--- src/rtl/ube_pwrfail_seq.sv ---
// UBE Unibus power-fail sequencer: CSR2 ACLO bit -> timed ACLO/DCLO/INIT drive.
// Optional macro UBE_PWRUP_INIT_EN adds an INIT pulse after power recovery.
module ube_pwrfail_seq #(
    parameter logic [15:0] ACLO_DLY    = 16'd500,
    parameter logic [15:0] DCLO_HOLD   = 16'd100,
    parameter logic [15:0] RECOVER_DLY = 16'd500,
    parameter logic [7:0]  INIT_LEN    = 8'd10
) (
    input  logic       clk,
    input  logic       rst,
    input  logic       devRESET,
    input  logic       csr2ACLO,
    input  logic       irqACK,
    output logic       ubeACLO,
    output logic       ubeDCLO,
    output logic       ubeINIT,
    output logic       pfIRQ,
    output logic       pfBUSY,
    output logic [2:0] pfSTATE
);

    localparam logic [2:0] S_IDLE    = 3'd0;
    localparam logic [2:0] S_ACLO    = 3'd1;
    localparam logic [2:0] S_DCLO    = 3'd2;
    localparam logic [2:0] S_RELEASE = 3'd3;
    localparam logic [2:0] S_RECOVER = 3'd4;
    localparam logic [2:0] S_INIT    = 3'd5;

`ifdef UBE_PWRUP_INIT_EN
    localparam logic [2:0] S_REL_NEXT = S_INIT;
`else
    localparam logic [2:0] S_REL_NEXT = S_IDLE;
`endif

    logic [2:0]  state_q, state_d;
    logic [15:0] timer_q, timer_d;
    logic        aclo_q;
    logic        irq_q, irq_d;
    logic        out_aclo_q, out_aclo_d;
    logic        out_dclo_q, out_dclo_d;
    logic        busy_q, busy_d;
    logic        start;
    logic        expired;

    // Level decisions use the registered bit; only the start edge looks at the raw input.
    assign start   = csr2ACLO & ~aclo_q;
    assign expired = (timer_q == 16'd0);

    // Next-state selection for the power-fail sequence.
    always_comb begin
        state_d = state_q;
        unique case (state_q)
            S_IDLE:    if (start) state_d = S_ACLO;
            S_ACLO: begin
                if (!aclo_q)      state_d = S_RECOVER;
                else if (expired) state_d = S_DCLO;
            end
            S_DCLO:    if (expired && !aclo_q) state_d = S_RELEASE;
            S_RELEASE: if (expired) state_d = S_REL_NEXT;
            S_RECOVER: if (expired) state_d = S_IDLE;
            S_INIT:    if (expired) state_d = S_IDLE;
            default:   state_d = S_IDLE;
        endcase
        if (devRESET) state_d = S_IDLE;
    end

    // Down-counter reloaded with (delay - 1) on every state change, parked at zero.
    always_comb begin
        timer_d = expired ? 16'd0 : (timer_q - 16'd1);
        if (state_d != state_q) begin
            unique case (state_d)
                S_ACLO:    timer_d = ACLO_DLY - 16'd1;
                S_DCLO:    timer_d = DCLO_HOLD - 16'd1;
                S_RELEASE: timer_d = RECOVER_DLY - 16'd1;
                S_RECOVER: timer_d = RECOVER_DLY - 16'd1;
                S_INIT:    timer_d = {8'd0, INIT_LEN - 8'd1};
                default:   timer_d = 16'd0;
            endcase
        end
        if (devRESET) timer_d = 16'd0;
    end

    // Interrupt request: set on ACLO entry beats a same-cycle acknowledge.
    always_comb begin
        irq_d = irq_q;
        if (irqACK) irq_d = 1'b0;
        if (state_q == S_IDLE && state_d == S_ACLO) irq_d = 1'b1;
        if (devRESET) irq_d = 1'b0;
    end

    // Line drives decoded from the next state so they change on the entry edge.
    always_comb begin
        out_aclo_d = (state_d == S_ACLO) || (state_d == S_DCLO) ||
                     (state_d == S_RELEASE) || (state_d == S_RECOVER);
        out_dclo_d = (state_d == S_DCLO);
        busy_d     = (state_d != S_IDLE);
    end

    // Sequencer registers; the edge detector comes out of reset as 'high seen'.
    always_ff @(posedge clk or negedge rst) begin
        if (!rst) begin
            state_q    <= S_IDLE;
            timer_q    <= 16'd0;
            aclo_q     <= 1'b1;
            irq_q      <= 1'b0;
            out_aclo_q <= 1'b0;
            out_dclo_q <= 1'b0;
            busy_q     <= 1'b0;
        end else begin
            state_q    <= state_d;
            timer_q    <= timer_d;
            aclo_q     <= csr2ACLO;
            irq_q      <= irq_d;
            out_aclo_q <= out_aclo_d;
            out_dclo_q <= out_dclo_d;
            busy_q     <= busy_d;
        end
    end

`ifdef UBE_PWRUP_INIT_EN
    logic init_q, init_d;

    // Bus INIT pulse after power recovery.
    always_comb begin
        init_d = (state_d == S_INIT);
    end

    // INIT drive register.
    always_ff @(posedge clk or negedge rst) begin
        if (!rst) init_q <= 1'b0;
        else      init_q <= init_d;
    end

    assign ubeINIT = init_q;
`else
    assign ubeINIT = 1'b0;
`endif

    assign ubeACLO = out_aclo_q;
    assign ubeDCLO = out_dclo_q;
    assign pfIRQ   = irq_q;
    assign pfBUSY  = busy_q;
    assign pfSTATE = state_q;

endmodule

--- config.mk ---
export PLATFORM = sky130hd
export DESIGN_NAME = ube_pwrfail_seq
export DESIGN_NICKNAME = d
export VERILOG_FILES = /design/src/rtl/ube_pwrfail_seq.sv
export SDC_FILE = /design/constraint.sdc
export NUM_CORES = 1
export LEC_CHECK = 0
export BUFFER_PORTS_ARGS = -buffer_cell sky130_fd_sc_hd__clkbuf_2
export CAP_MARGIN = 5
export CORE_MARGIN = 2
export CORE_UTILIZATION = 37
export DETAILED_ROUTE_END_ITERATION = 7
export HOLD_SLACK_MARGIN = 0.03
export PLACE_DENSITY_LB_ADDON = 0.15
export SLEW_MARGIN = 20
export SYNTH_ARGS = -nofsm -noshare
export SYNTH_HDL_FRONTEND = slang
export SYNTH_SLANG_ARGS = --single-unit
--- constraint.sdc ---
create_clock -name clk -period 3.2 [get_ports clk]
set_clock_uncertainty 0.2 [all_clocks]
set_input_delay 0.32 -clock clk [delete_from_list [all_inputs] [get_ports clk]]
set_output_delay 0.32 -clock clk [all_outputs]
set_load 0.1 [all_outputs]
==> summary.txt <==
Timing
  – Minimum clock period: 2.57 ns
  – Setup TNS: 0 ns
  – Max-slew violation count: 0
  – Hold WS: 0.151 ns
  – Final setup violation count: 0
  – Final Hold Fails: 0
  – RSZ-0062 raised after global routing: false
  – Tcrit/Tclk final: 80.3%
  – Final setup margin: 0.629 ns
  – Max-slew headroom: 53.8%
  – Worst slew pin tran: 0.692 ns
  – Max Fclk: 0.389 GHz

Placement
  – Pre-CTS setup slack: 0.627 ns
  – GPL Wtd Cong: 0.824
  – Port bufs: 11
  – DP Wirelength: 2.43 mm
  – Placed cell area: 1610 um^2

Power and ir drop
  – Lkg Pwr: 0.000719 uW
  – Peak VDD IR: 0.000421 V
  – PwrDens: 1100 nW/um^2

Worst setup path
  – Crit-path cells: inv_1 > ha_1 > nor3b_2 > nand4_2 > nor2_1 > a21oi_1 > nand2_1 > inv_2 > and2_1 > a211oi_1
  – CP startpoint kind: register
  – R2r worst-path depth: 10
  – CP arrival: 2.54 ns
  – CP max stage cell: dfrtp_1
  – Worst Setup Path Type: reg -> reg
  – Crit path largest cell delay: 0.43 ns
  – CP max FO: 12
  – Setup crit end kind: register
  – Req. time, crit path: 3.17 ns

Logic synthesis
  – Mean post-synth cell area: 9.05 um^2
  – Synthesized flop and latch total: 24
  – Synth Instances: 177
  – Top FF cell, synth: dfrtp_1
  – Yosys warnings: 0
  – Syn Nets: 183
  – Number of synthesized flops with an enable pin: 0
  – Fraction of registers with async set/reset: 100%
  – Synth cell types: 53
  – Netlist Area Pre-Place: 1600 um^2
  – Post-synthesis sequential area ratio: 37.6%

Drt
  – WL/cell: 14.4 um
  – DR vias: 1298
  – DR DRC count: 0
  – Drt total wl: 3.36 mm
  – Starting DRT DRC Count: 74
  – First drt pass iteration count: 4
  – ANT nets after route: 0
  – Via density: 5.55

Floorplanning
  – Die W: 69.8 um
  – Total die area: 4870 um^2
  – # rows: 23
  – # IOs: 13
  – Die height: 69.8 um
  – CORE AREA: 4090 um^2
  – Starting Density: 39.2%

Clocking
  – Skew-Pair Late Insertion Delay: 0.26 ns
  – CTS Buffer Depth: 2
  – Clock Root Buffer: clkbuf_8
  – Clock transition at path regs: 0.09 ns
  – Clock sinks: 24
  – Post_cts resized: 0
  – CTS tree: built
  – CTS Buf Count: 3
  – H-tree depth: 1

Finish
  – Most frequent cells in the layout: dfrtp_1 (23), nor2_1 (20), a21oi_1 (20)
  – Finished Cell Area: 1680 um^2
  – Leading cell type in the layout, fill and taps excluded: dfrtp_1
  – Share of cells above drive strength 1: 14.7%
  – Final #Nets: 191
  – Synthesis-to-layout area growth: 4.77%
  – Antenna diodes: 0

Global routing
  – Initial antenna violation count: 0
  – Vias in the first global route: 1163
  – All-Layer GR Usage: 14.4%
  – Total gr overflow: 0
  – Largest net degree at the start of global routing: 25
  – First-pass GRT wire length: 5.76 mm

Status
  – Status: completed

Min path
  – Hold Path Cell Cnt: 4
  – Worst hold path class: in -> reg

Run
  – Max_cap viols: 0
[cells in the mapped netlist (2+ instances only)]
cell type  instances  share of area (%)
dfrtp_1           23                 36
a21oi_1           20                6.3
nor2_1            20                4.7
nand2_1           14                3.3
o21ai_0           14                4.4
xnor2_1            9                4.9
inv_1              7                1.6
nor3_1             6                1.9
a211oi_1           5                2.3
buf_6              4                2.8
clkbuf_8           3                2.6
nand3_1            3               0.94
nor4_4             3                4.0
o211ai_1           3                1.4
nor2b_1            2               0.78
nor3b_1            2               0.94
o21a_1             2               0.94
o31ai_1            2               0.94
[state kept, by name, summed over array words and instances (netlist names)]
| signal | flops |
|---|---|
| aclo_q | 1 |
| pfBUSY | 1 |
| timer_q | 16 |
| ubeACLO | 1 |
| pfIRQ | 1 |
| ubeDCLO | 1 |
| pfSTATE | 3 |
[area by class of cell]
cell class              count  area, um^2
inverters                   8        30.0
repair buffers             13        75.1
flip-flops and latches     24         602
multi-input cells         135         863
well taps                  50        62.6
fillers                   424        2410
clock buffers               4        45.0
[layer usage]
metal  up-vias  part of all wire [%]  GRT usage [%]
li1        647                     -              -
met3         2                   3.4           3.05
met4         0                  0.18           2.56
met5         -                     0              0
met1       627                    50           21.3
met2        22                    47           21.7
[final timing paths]
path,start,end,slack (ns)
worst min-delay path,irqACK,pfIRQ$_DFFE_PN0P_,0.15
worst max-delay path,timer_q[0]$_DFF_PN0_,timer_q[6]$_DFF_PN0_,0.63
worst max register to register,timer_q[0]$_DFF_PN0_,timer_q[6]$_DFF_PN0_,0.63
min in group asynchronous,rst,timer_q[3]$_DFF_PN0_,0.40
max in group asynchronous,rst,pfIRQ$_DFFE_PN0P_,1.99
worst min register to register,timer_q[0]$_DFF_PN0_,timer_q[0]$_DFF_PN0_,0.35
[per-stage QoR]
step                      power (uW)  cells  util (%)
after floorplan                 1510    177         -
after global placement          1650    228      39.5
after detailed placement        1660    228      39.5
after CTS                       1860    234      41.1
after global routing            2010    234      41.1
final                           1850    234      41.1
[cells by family after synthesis]
group	Yosys count	share of synthesized area (%)
AND/OR/NAND/NOR	66	24.8
AO/OA/AOI/OAI	56	22.0
flip-flops	24	37.6
buffers and inverters	18	8.52
XOR/XNOR	10	5.47
adder cells (fa/ha/maj)	1	0.781
other	1	0.234
multiplexers	1	0.625
[timing repair]
action	CTS	global route
setup buffers	0	0
setup endpoints to repair	0	0
hold endpoints to repair	24	0
hold buffers	2	0
[report_power, final]
group / switching, uW / total [uW] / internal [uW]
combinational: 674 / 1100 / 425
sequential: 162 / 562 / 399
clock: 98.2 / 187 / 89.0
[worst max-delay path, delay by kind of cell (launching register included)]
family          cells  cell delay [ns]
flops               1             0.43
simple gates        5             1.22
buf+inv             2             0.15
compound gates      2             0.32
fa+ha+maj           1             0.16
Power figures use the tool's default switching activity.
